**config.mk**
```make
export PLATFORM = sky130hd
export DESIGN_NAME = hamming_enc_stream
export DESIGN_NICKNAME = d
export VERILOG_FILES = /design/src/rtl/hamming_pkg.sv /design/src/rtl/hamming_fifo.sv /design/src/rtl/hamming_enc_stream.sv
export SDC_FILE = /design/constraint.sdc
export NUM_CORES = 1
export LEC_CHECK = 0
export BUFFER_PORTS_ARGS = -buffer_cell sky130_fd_sc_hd__buf_2
export CORE_MARGIN = 1.5
export CORE_UTILIZATION = 62
export DETAILED_ROUTE_END_ITERATION = 16
export PLACE_DENSITY = 0.84
export SLEW_MARGIN = 20
export SYNTH_ARGS = -nofsm -noshare
export SYNTH_HDL_FRONTEND = slang
export SYNTH_SLANG_ARGS = --single-unit
```
**constraint.sdc**
```tcl
create_clock -name clk -period 4.9 [get_ports clk]
set_input_delay 0.98 -clock clk [delete_from_list [all_inputs] [get_ports clk]]
set_output_delay 0.98 -clock clk [all_outputs]
set_load 0.05 [all_outputs]
```
**src/rtl/hamming_pkg.sv**
```systemverilog
// rtl/hamming_pkg.sv - shared Hamming(15,11) constants, types and pure encoder
package hamming_pkg;

   localparam int DATA_W = 11;
   localparam int CODE_W = 15;
   localparam int PAR_W  = 4;

   typedef logic [DATA_W-1:0] data_t;
   typedef logic [CODE_W-1:0] code_t;
   typedef logic [PAR_W-1:0]  syndrome_t;

   // codeword bit index of the parity bits at positions 1, 2, 4, 8
   localparam int P1_BIT = 0;
   localparam int P2_BIT = 1;
   localparam int P4_BIT = 3;
   localparam int P8_BIT = 7;

   // data bits d[i] whose codeword position has the matching parity bit set
   localparam data_t P1_MASK = 11'h55B;
   localparam data_t P2_MASK = 11'h66D;
   localparam data_t P4_MASK = 11'h78E;
   localparam data_t P8_MASK = 11'h7F0;

   function automatic code_t hamming_encode(input data_t d);
      code_t c;
      c = {d[10:4], 1'b0, d[3:1], 1'b0, d[0], 2'b00};
      c[P1_BIT] = ^(d & P1_MASK);
      c[P2_BIT] = ^(d & P2_MASK);
      c[P4_BIT] = ^(d & P4_MASK);
      c[P8_BIT] = ^(d & P8_MASK);
      return c;
   endfunction

endpackage

```
**src/rtl/hamming_fifo.sv**
```systemverilog
// rtl/hamming_fifo.sv - DEPTH x WIDTH synchronous FIFO with count, full and empty
module hamming_fifo #(
   parameter  int DEPTH = 4,
   parameter  int WIDTH = 15,
   localparam int AW    = $clog2(DEPTH)
) (
   input  logic             clk,
   input  logic             rst_n,
   input  logic             wr_en_i,
   input  logic [WIDTH-1:0] wr_data_i,
   input  logic             rd_en_i,
   output logic [WIDTH-1:0] rd_data_o,
   output logic [AW:0]      count_o,
   output logic             full_o,
   output logic             empty_o
);

   logic [WIDTH-1:0] mem_q [DEPTH];
   logic [AW-1:0]    wptr_q, rptr_q;
   logic [AW:0]      count_q, count_d;
   logic             wr, rd;

   assign full_o    = (count_q == (AW+1)'(DEPTH));
   assign empty_o   = (count_q == '0);
   assign wr        = wr_en_i && !full_o;
   assign rd        = rd_en_i && !empty_o;
   assign rd_data_o = mem_q[rptr_q];
   assign count_o   = count_q;

   always_comb begin
      count_d = count_q;
      case ({wr, rd})
         2'b10:   count_d = count_q + (AW+1)'(1);
         2'b01:   count_d = count_q - (AW+1)'(1);
         default: count_d = count_q;
      endcase
   end

   // pointers wrap naturally because DEPTH is a power of two
   always_ff @(posedge clk or negedge rst_n) begin
      if (!rst_n) begin
         for (int i = 0; i < DEPTH; i++) mem_q[i] <= '0;
         wptr_q  <= '0;
         rptr_q  <= '0;
         count_q <= '0;
      end else begin
         if (wr) begin
            mem_q[wptr_q] <= wr_data_i;
            wptr_q        <= wptr_q + AW'(1);
         end
         if (rd) rptr_q <= rptr_q + AW'(1);
         count_q <= count_d;
      end
   end

endmodule

```
**src/rtl/hamming_enc_stream.sv**
```systemverilog
// rtl/hamming_enc_stream.sv - streaming Hamming(15,11) encoder; HAMMING_ERR_INJ_EN adds error injection
module hamming_enc_stream
   import hamming_pkg::*;
#(
   parameter int DEPTH = 4,
   parameter int CNT_W = 16
) (
   input  logic              clk,
   input  logic              rst_n,
`ifdef HAMMING_ERR_INJ_EN
   input  logic              inj_en,
   input  logic [3:0]        inj_pos,
   output logic [CNT_W-1:0]  err_cnt,
`endif
   input  logic [DATA_W-1:0] in_data,
   input  logic              in_valid,
   output logic              in_ready,
   output logic [CODE_W-1:0] out_code,
   output logic              out_valid,
   input  logic              out_ready,
   output logic [CNT_W-1:0]  word_cnt
);

   localparam int AW = $clog2(DEPTH);

   code_t            enc_code, wr_code;
   logic             accept, pop, fifo_full, fifo_empty;
   logic [AW:0]      fifo_count;
   logic [CNT_W-1:0] word_cnt_q, word_cnt_d;

   assign enc_code  = hamming_encode(in_data);
   assign in_ready  = (fifo_count < (AW+1)'(DEPTH));
   assign out_valid = !fifo_empty;
   assign accept    = in_valid && in_ready;
   assign pop       = out_valid && out_ready;

`ifdef HAMMING_ERR_INJ_EN
   logic             inj_hit;
   code_t            flip_mask;
   logic [CNT_W-1:0] err_cnt_q, err_cnt_d;

   assign inj_hit   = inj_en && (inj_pos != 4'd0);
   assign flip_mask = inj_hit ? code_t'(15'd1 << (inj_pos - 4'd1)) : '0;
   assign wr_code   = enc_code ^ flip_mask;
   assign err_cnt_d = (accept && inj_hit) ? err_cnt_q + CNT_W'(1) : err_cnt_q;
   assign err_cnt   = err_cnt_q;

   always_ff @(posedge clk or negedge rst_n) begin
      if (!rst_n) err_cnt_q <= '0;
      else        err_cnt_q <= err_cnt_d;
   end
`else
   assign wr_code = enc_code;
`endif

   assign word_cnt_d = pop ? word_cnt_q + CNT_W'(1) : word_cnt_q;
   assign word_cnt   = word_cnt_q;

   always_ff @(posedge clk or negedge rst_n) begin
      if (!rst_n) word_cnt_q <= '0;
      else        word_cnt_q <= word_cnt_d;
   end

   hamming_fifo #(
      .DEPTH (DEPTH),
      .WIDTH (CODE_W)
   ) u_fifo (
      .clk       (clk),
      .rst_n     (rst_n),
      .wr_en_i   (in_valid && !fifo_full),
      .wr_data_i (wr_code),
      .rd_en_i   (pop),
      .rd_data_o (out_code),
      .count_o   (fifo_count),
      .full_o    (fifo_full),
      .empty_o   (fifo_empty)
   );

endmodule

```
; Word level (Yosys, flattened, before mapping)
; Cells that the tools add are included.
[classes]
add_sub_neg = 5
magnitude_cmp = 4
n_eq_ne = 3
mux = 7
bitwise_logic = 2
n_reduce_logical = 13
[ops]
columns = operator, n
row1 = bitwise mux 60 bit, 1
row2 = two-way mux 15 bit, 3
row3 = parity 11 bit, 4
row4 = binary-select mux 15 bit (select 2 bit), 1
row5 = demux 15 bit (select 2 bit), 1
row6 = "adder 16 x 1 -> 16 bit, second input constant", 1
row7 = "greater-or-equal comparator 3 bit, second input constant", 2
row8 = inverter 2 -> 3 bit, 2
row9 = one-hot mux 3 bit (2 select lines), 1
row10 = logical AND 1 bit, 5
row11 = "adder 2 x 1 -> 2 bit, second input constant", 2
row12 = "adder 3 x 1 -> 3 bit, second input constant", 1
row13 = "== test 3 bit, second input constant", 1
row14 = logical NOT 3 bit, 1
row15 = "< comparator 3 x 1 -> 1 bit, second input constant", 1
row16 = "< comparator 3 bit, second input constant", 1
row17 = "subtractor 3 x 1 -> 3 bit, second input constant", 1
row18 = "== test 2 x 1 -> 1 bit, second input constant", 1
row19 = "== test 2 bit, second input constant", 1
row20 = logical NOT 1 bit, 2
row21 = nonzero test 2 bit, 1
[totals]
regBits = 83
elab_cells = 42

; Logic depth before layout (Yosys ltp)
; Gate-level depths: netlist of run 1.
[depth]
word_depth = 6
depth_mapped = 9

; By module
; From an unflattened synthesis of run 1, not the netlist that was laid out.
[unflattened]
cells_unflattened = 264
area_unflattened_um2 = 3920.0
[by_module_without_submodules]
columns = module, n_inst, cells_per_inst, area_each_um2, seq_area_each_um2
row1 = hamming_fifo, 1, 183, 3001.6, 1676.6
row2 = hamming_enc_stream, 1, 81, 918.4, 400.4

; Least setup slack after synthesis of run 1
; OpenSTA, ideal clock, no wires.
[synth_path]
path_type = reg-to-output
start = register u_fifo.rptr_q[0]
end = output port out_code[10]
arrival_ns = 1.528
required_ns = 3.920
slack_ns = 2.392
stages_incl_launch_ff = 4
path_cell_list = dfrtp_1 > buf_2 > buf_2 > mux4_2
[synth_via]
elab_chain_len = 4
[synth_lines]
columns = item, line
row1 = from (decl), hamming_fifo.sv:19  ; logic [AW-1:0] wptr_q, rptr_q;
row2 = from (signal assigned), hamming_fifo.sv:51  ; if (rd) rptr_q <= rptr_q + AW'(1);
row3 = inverter 2 -> 3 bit (not written as such), hamming_fifo.sv:27  ; assign rd_data_o = mem_q[rptr_q];
row4 = binary-select mux 15 bit (select 2 bit), hamming_fifo.sv:27
row5 = two-way mux 15 bit (not written as such) (2 in a row), hamming_fifo.sv:27
row6 = to (decl), hamming_enc_stream.sv:18  ; output logic [CODE_W-1:0] out_code,
; Every way passes these cells. The select of a mux whose other input is x is not followed.

; Final worst setup path of run 1
; Same ends and word-level chain as after synthesis.

==> qor.json, run 1 <==
{
  "detailedRoute.firstPassIterationCount": {"value": 4},
  "report.final.setup_viol": {"value": 0},
  "cts_buffer_depth": {"value": 2},
  "finalCriticalPeriod": {"value": 2.88, "unit": "ns"},
  "clk-insertion-delay-late": {"value": 0.35, "unit": "ns"},
  "maxSlewHeadroom": {"value": 46.4, "unit": "%"},
  "timing.final.ws_setup": {"value": 2.02, "unit": "ns"},
  "num_cts_buffers": {"value": 9},
  "antenna_found_initial": {"value": 0},
  "synth_cells": {"value": 259},
  "n_antenna_cell": {"value": 0},
  "synth.area.top_cells": {"value": "sky130_fd_sc_hd__dfrtp_1 54%, sky130_fd_sc_hd__mux2_2 18%, sky130_fd_sc_hd__mux4_2 8.8%, sky130_fd_sc_hd__xnor2_1 5.9%, sky130_fd_sc_hd__xor2_1 3.0%"},
  "crit_arrival": {"value": 1.90, "unit": "ns"},
  "critPathCaptureType": {"value": "primary output"},
  "grt_pass1_wl": {"value": 11000, "unit": "um"},
  "cts.hold.buffers_added": {"value": 0},
  "drt.antenna.violating_nets": {"value": 0},
  "required": {"value": 3.92, "unit": "ns"},
  "io_pins": {"value": 48},
  "route.detailed.drc": {"value": 0},
  "synth.most_common_cell": {"value": "sky130_fd_sc_hd__dfrtp_1"},
  "cts_setup_buffers": {"value": 0},
  "worst_setup_hold_path_clk_slew": {"value": 0.08, "unit": "ns"},
  "start_kind": {"value": "register"},
  "synth_top_cells_by_count": {"value": "83 x sky130_fd_sc_hd__dfrtp_1, 61 x sky130_fd_sc_hd__mux2_2, 26 x sky130_fd_sc_hd__xnor2_1, 15 x sky130_fd_sc_hd__mux4_2, 13 x sky130_fd_sc_hd__xor2_1"},
  "timing.final.hold_violations": {"value": 0},
  "detailed_place_hpwl": {"value": 4580, "unit": "um"},
  "synth_sequential_area_ratio": {"value": 53.8, "unit": "%"},
  "synth-edff-count": {"value": 0},
  "setup_total_negative_slack": {"value": 0, "unit": "ns"},
  "ys.flop_type": {"value": "sky130_fd_sc_hd__dfrtp_1"},
  "vias": {"value": 2242},
  "worst_path_max_delay_cell": {"value": "sky130_fd_sc_hd__dfrtp_2"},
  "post-place-ws": {"value": 1.99, "unit": "ns"},
  "globalRouteOverflowTotal": {"value": 0},
  "critical-path-top-delay-family": {"value": "flip-flops"},
  "outcome": {"value": "finished, final reports clean"},
  "post_drt_wl_per_cell": {"value": 17.7, "unit": "um"},
  "drt_iter0_markers": {"value": 119},
  "fp.dieH": {"value": 81.9, "unit": "um"},
  "postRouteWirelength": {"value": 6840, "unit": "um"},
  "yosys.area.top_type_share": {"value": 53.8, "unit": "%"},
  "final.hold.worst_slack": {"value": 0.493, "unit": "ns"},
  "cap_violations": {"value": 0},
  "yosysWarningCount": {"value": 0},
  "pwr_density_cell": {"value": 783, "unit": "nW/um^2"},
  "fp.coreArea": {"value": 5960, "unit": "um^2"},
  "maximum_number_of_pins_on_one_net_before_global_route_repair": {"value": 84},
  "finalWeightedCongestion": {"value": 0.749},
  "number_of_max_slew_violations_in_the_final_report": {"value": 0},
  "cp_max_fo": {"value": 17},
  "clock-root-buffer": {"value": "sky130_fd_sc_hd__clkbuf_8"},
  "mappedNetlistArea": {"value": 3860, "unit": "um^2"},
  "num-nets-final": {"value": 330},
  "clock.fmax": {"value": 347, "unit": "MHz"},
  "cts_resized": {"value": 0},
  "postSynthNetCount": {"value": 281},
  "first_global_vias": {"value": 2275},
  "timing.critical_path.cells": {"value": "mux4_2 > buf_2"},
  "placement.cell_area": {"value": 4120, "unit": "um^2"},
  "die_width": {"value": 81.9, "unit": "um"},
  "drive_above_1_share": {"value": 45.8, "unit": "%"},
  "placementRows": {"value": 28},
  "syn_avg_cell_area": {"value": 14.9, "unit": "um^2"},
  "power_leakage": {"value": 1.98, "unit": "nW"},
  "synth_area_leader_cell": {"value": "sky130_fd_sc_hd__dfrtp_1"},
  "postLayoutCellArea": {"value": 4360, "unit": "um^2"},
  "syn_to_final_growth": {"value": 13.1, "unit": "%"},
  "fin_worst_skew": {"value": 0.0110, "unit": "ns"},
  "cts.sinks": {"value": 83},
  "floorplan.die_area": {"value": 6700, "unit": "um^2"},
  "cts_tree": {"value": "yes"},
  "buffer_ports.inserted": {"value": 47},
  "tightest_slew": {"value": 0.804, "unit": "ns"},
  "post_drt_via_cell_ratio": {"value": 5.79},
  "initial_core_util": {"value": 64.8, "unit": "%"},
  "post_synth_num_cell_types": {"value": 25},
  "cts_max_level": {"value": 3},
  "unrepaired_setup_endpoints_after_global_routing": {"value": "false"},
  "min-delay-path-class": {"value": "register to register"},
  "yosys_register_bits": {"value": 83},
  "cp_slowest_stage_delay": {"value": 0.74, "unit": "ns"},
  "peakVddDrop": {"value": 0.562, "unit": "mV"},
  "finalCritPeriodShare": {"value": 58.8, "unit": "%"},
  "synth_async_sr_flop_share": {"value": 100, "unit": "%"},
  "gr-usage-all-layers": {"value": 22.7, "unit": "%"},
  "critical_path_buf_inv_count": {"value": 1},
  "crit_type": {"value": "register to primary output"}
}
[final timing paths]
| path | slack [ns] | startpoint | depth (start not counted) | end |
|---|---|---|---|---|
| worst max-delay path | 2.02 | u_fifo.rptr_q[0] | 2 | out_code[10] |
| worst min-delay path | 0.49 | word_cnt[15] | 1 | word_cnt[15] |
| worst max register to register | 2.89 | u_fifo.count_o[0] | 7 | u_fifo.count_o[2] |
| worst min register to register | 0.49 | word_cnt[15] | 1 | word_cnt[15] |
| max in group asynchronous | 3.73 | rst_n | 1 | u_fifo.rptr_q[0] |
| min in group asynchronous | 0.64 | rst_n | 1 | u_fifo.mem_q[19] |
[per-stage QoR]
stage | std cells | total power, mW | utilization (%)
floorplan | 259 | 2.55 | -
global placement | 372 | 2.79 | 69.1
detailed placement | 372 | 2.86 | 69.1
CTS | 387 | 3.45 | 73.2
global route | 387 | 3.60 | 73.3
finish | 387 | 3.42 | 73.3
[area by class of cell]
type | instances | area, um^2
clock inverters | 4 | 98.8
well taps | 75 | 93.8
repair buffers | 47 | 241
fillers | 396 | 1590
inverters | 8 | 30.0
flip-flops and latches | 83 | 2080
multi-input cells | 159 | 1680
clock buffers | 11 | 141
[sequential cells by signal (all words and copies together) (netlist names)]
signal and cells:
u_fifo.mem_q 60, word_cnt 16, u_fifo.count_o 3, u_fifo.rptr_q 2, u_fifo.wptr_q 2
[power breakdown]
part           internal (mW)  total, mW  leakage, nW  switching [mW]
clock                  0.351      0.582        0.120           0.232
combinational          0.658       1.58        0.856           0.922
sequential             0.998       1.25         1.00           0.256
[routing by layer]
layer	GRT usage (%)	vias to the layer above	share of wire [%]
met3	6.33	8	4.1
met4	7.63	0	1.3
li1	-	1008	-
met1	27.4	1175	43
met2	39.1	51	52
met5	0	-	0
[placed cells by master, fill, tap and decap left out, drive strengths merged, types with 6 or more instances in the layout]
cell type  synthesis  layout
nand2             11      11
mux2              61      61
xor2              13      13
ha                 6       6
inv                8       8
buf                8      47
dfrtp             83      83
nand4              6       6
mux4              15      15
clkbuf             1      11
xnor2             26      26
[logic make-up after synthesis]
family | count (synthesis) | synth area share (%)
AND/OR/NAND/NOR | 33 | 4.54
buffers and inverters | 17 | 2.63
XOR/XNOR | 39 | 8.86
adder cells (fa/ha/maj) | 7 | 2.47
flip-flops | 83 | 53.8
multiplexers | 77 | 26.8
AO/OA/AOI/OAI | 3 | 0.843
No activity file was read; power rests on OpenSTA's default activity.
==> run 2: changes to the inputs <==
CORE_UTILIZATION = 58   (was 62)
PLACE_DENSITY = 0.8   (was 0.84)
clock period = 3 ns   (was 4.9 ns; I/O delays follow)
==> run 2 against run 1 <==
Net effect: combinational power up 71%; highest routed layer unchanged; total power grew 57%; clock-buffer cell count up 1; sequential cell count unchanged; non-clock buffer count increased by 2; clock power is 24% higher; first-iteration DRC count fell by 41%; sequential share of layout area rose by 0.45 points; clock skew decreased by 0.0019 ns; die area grew 6.6%; setup slack worse by 1.5 ns; cell count increased by 1.3%.
==> qor.json, run 2 (synthesis gave the netlist of run 1 again) <==
{
  "outcome": {"value": "finished, final reports clean"},
  "fin_worst_skew": {"value": 0.00907, "unit": "ns", "change": "-0.00188 ns"},
  "globalRouteOverflowTotal": {"value": 0, "change": "unchanged"},
  "post_drt_wl_per_cell": {"value": 17.1, "unit": "um", "change": "-3.5%"},
  "finalCritPeriodShare": {"value": 81.1, "unit": "%"},
  "placementRows": {"value": 29, "change": "+3.6%"},
  "io_pins": {"value": 48, "change": "unchanged"},
  "unrepaired_setup_endpoints_after_global_routing": {"value": "false"},
  "clock.fmax": {"value": 411, "unit": "MHz"},
  "p_total": {"value": 5.36, "unit": "mW", "change": "+57%"},
  "postRouteWirelength": {"value": 6690, "unit": "um", "change": "-2.3%"},
  "cap_violations": {"value": 0, "change": "unchanged"},
  "multi_input_comb_area": {"value": 1680, "unit": "um^2", "change": "unchanged"},
  "detailedRoute.firstPassIterationCount": {"value": 4, "change": "unchanged"},
  "drt_iter0_markers": {"value": 70, "change": "-41%"},
  "syn_to_final_growth": {"value": 12.0, "unit": "%"},
  "fp.dieH": {"value": 84.6, "unit": "um", "change": "+3.3%"},
  "die_width": {"value": 84.6, "unit": "um", "change": "+3.3%"},
  "detailed_place_hpwl": {"value": 4480, "unit": "um", "change": "-2.2%"},
  "initial_core_util": {"value": 60.4, "unit": "%", "change": "-4.4 points"},
  "cts_resized": {"value": 0, "change": "unchanged"},
  "clk-insertion-delay-late": {"value": 0.34, "unit": "ns", "change": "about the same"},
  "cts.hold.buffers_added": {"value": 0, "change": "unchanged"},
  "antenna_found_initial": {"value": 0, "change": "unchanged"},
  "leading_cell_type_in_the_layout_fill_and_taps_excluded": {"value": "sky130_fd_sc_hd__dfrtp_1"},
  "crit_path_start": {"value": "u_fifo.rptr_q[0]"},
  "maxSlewHeadroom": {"value": 50.9, "unit": "%", "change": "+4.5 points"},
  "cts_setup_buffers": {"value": 0, "change": "unchanged"},
  "report.final.setup_viol": {"value": 0, "change": "unchanged"},
  "power.share.switching": {"value": 42.9, "unit": "%", "change": "+1.6 points"},
  "finalWeightedCongestion": {"value": 0.726, "change": "-3.2%"},
  "timing.final.hold_violations": {"value": 0, "change": "unchanged"},
  "required": {"value": 2.40, "unit": "ns", "change": "-1.52 ns"},
  "min-delay-path-class": {"value": "input pin to async pin"},
  "place.detailed.instances": {"value": 376, "change": "+1.1%"},
  "total_switching_power": {"value": 2.30, "unit": "mW", "change": "+63%"},
  "crit_type": {"value": "register to primary output"},
  "first_global_vias": {"value": 2273, "change": "-0.088%"},
  "number_of_max_slew_violations_in_the_final_report": {"value": 0, "change": "unchanged"},
  "finalCriticalPeriod": {"value": 2.43, "unit": "ns"},
  "placement.cell_area": {"value": 4140, "unit": "um^2", "change": "+0.43%"},
  "worst_setup_hold_path_clk_slew": {"value": 0.08, "unit": "ns", "change": "about the same"},
  "top_reg_by_flops": {"value": "u_fifo.mem_q"},
  "post-place-ws": {"value": 0.774, "unit": "ns", "change": "-1.22 ns"},
  "most_used_cells_in_the_layout_excluding_fill_and_tap_cells": {"value": "83 x sky130_fd_sc_hd__dfrtp_1, 61 x sky130_fd_sc_hd__mux2_2, 46 x sky130_fd_sc_hd__buf_2"},
  "postLayoutCellArea": {"value": 4320, "unit": "um^2", "change": "-1.0%"},
  "comb_pwr_share": {"value": 50.4, "unit": "%", "change": "+4.2 points"},
  "largest_register_ffs": {"value": 60, "change": "unchanged"},
  "peakVddDrop": {"value": 0.890, "unit": "mV", "change": "+58%"},
  "seq_power_share": {"value": 36.2, "unit": "%", "change": "-0.5 points"},
  "reg2reg_from": {"value": "u_fifo.count_o[0]"},
  "n_antenna_cell": {"value": 0, "change": "unchanged"},
  "power_leakage": {"value": 1.96, "unit": "nW", "change": "-1.0%"},
  "crit_arrival": {"value": 1.83, "unit": "ns", "change": "-0.07 ns"},
  "cts_max_level": {"value": 3, "change": "unchanged"},
  "cts_buffer_depth": {"value": 2, "change": "unchanged"},
  "timing.final.ws_setup": {"value": 0.566, "unit": "ns", "change": "-1.45 ns"},
  "cts.sinks": {"value": 83, "change": "unchanged"},
  "start_kind": {"value": "register"},
  "floorplan.die_area": {"value": 7150, "unit": "um^2", "change": "+6.6%"},
  "drive_above_1_share": {"value": 46.0, "unit": "%", "change": "+0.20 points"},
  "drt.antenna.violating_nets": {"value": 0, "change": "unchanged"},
  "final.hold.worst_slack": {"value": 0.286, "unit": "ns", "change": "-0.207 ns"},
  "buffer_ports.inserted": {"value": 47, "change": "unchanged"},
  "maximum_number_of_pins_on_one_net_before_global_route_repair": {"value": 84, "change": "unchanged"},
  "setup_total_negative_slack": {"value": 0, "unit": "ns", "change": "unchanged"},
  "gr-usage-all-layers": {"value": 20.7, "unit": "%", "change": "-1.9 points"},
  "post_drt_via_cell_ratio": {"value": 5.59, "change": "-3.6%"},
  "seqCellArea": {"value": 2080, "unit": "um^2", "change": "about the same"},
  "clock-root-buffer": {"value": "sky130_fd_sc_hd__clkbuf_8"},
  "route.detailed.drc": {"value": 0, "change": "unchanged"},
  "vias": {"value": 2190, "change": "-2.3%"},
  "fill_cells": {"value": 462, "change": "+17%"},
  "cp_max_fo": {"value": 15, "change": "-2"},
  "num_cts_buffers": {"value": 9, "change": "unchanged"},
  "pwr_density_cell": {"value": 1240, "unit": "nW/um^2", "change": "+58%"},
  "num-nets-final": {"value": 332, "change": "+0.61%"},
  "cell_internal_pwr": {"value": 3.06, "unit": "mW", "change": "+53%"},
  "final_cell_count_no_fill": {"value": 392, "change": "+1.3%"},
  "tightest_slew": {"value": 0.737, "unit": "ns", "change": "-0.0676 ns"},
  "grt_pass1_wl": {"value": 11300, "unit": "um", "change": "+3.5%"},
  "critPathCaptureType": {"value": "primary output"},
  "finish.utilization": {"value": 67.6, "unit": "%", "change": "-5.6 points"},
  "fp.coreArea": {"value": 6390, "unit": "um^2", "change": "+7.2%"},
  "power.share.clock": {"value": 13.4, "unit": "%", "change": "-3.7 points"},
  "cts_tree": {"value": "yes"}
}
## run 2: layer usage
metal / share of wire (%) / vias up / GRT usage, % / wire [um]
met4: 1.5 / 0 / 8.21 / 97
met3: 2.7 / 9 / 4.13 / 180
met5: 0 / - / 0 / 0
met2: 51 / 43 / 33.5 / 3430
li1: - / 1021 / - / -
met1: 45 / 1117 / 27.9 / 2980
## run 2: path summary, 6_finish.rpt
kind / to / slack, ns / depth (start not counted)
worst max-delay path: out_code[13] / 0.57 / 3
worst min-delay path: u_fifo.count_o[0] / 0.29 / 1
worst max register to register: u_fifo.count_o[2] / 1.04 / 7
worst min register to register: word_cnt[15] / 0.47 / 1
max in group asynchronous: u_fifo.mem_q[10] / 2.20 / 1
min in group clk: word_cnt[15] / 0.47 / 1
## run 2: area by class of cell
class                      count  area share, %
sequential                    83           48.1
multi-input combinational    159           38.9
timing repair buffer          49           5.94
clock buffer                  12           3.59
tap                           77           2.23
inverter                       8          0.695
clock inverter                 4          0.579
## run 2: power by group through the flow
stage	Clock (mW)	Sequential [mW]	Combinational [mW]
after floorplan	0	1.99	2.17
after global routing	0.786	2.00	2.87
final	0.720	1.94	2.70
after detailed placement	0	1.96	2.73
after CTS	0.740	1.94	2.74
after global placement	0	1.92	2.67
## run 2: worst max-delay path, stage by stage (launching register included)
cell and delay (ns):
sky130_fd_sc_hd__dfrtp_1 0.38, sky130_fd_sc_hd__buf_4 0.32, sky130_fd_sc_hd__mux4_2 0.56, sky130_fd_sc_hd__buf_2 0.23
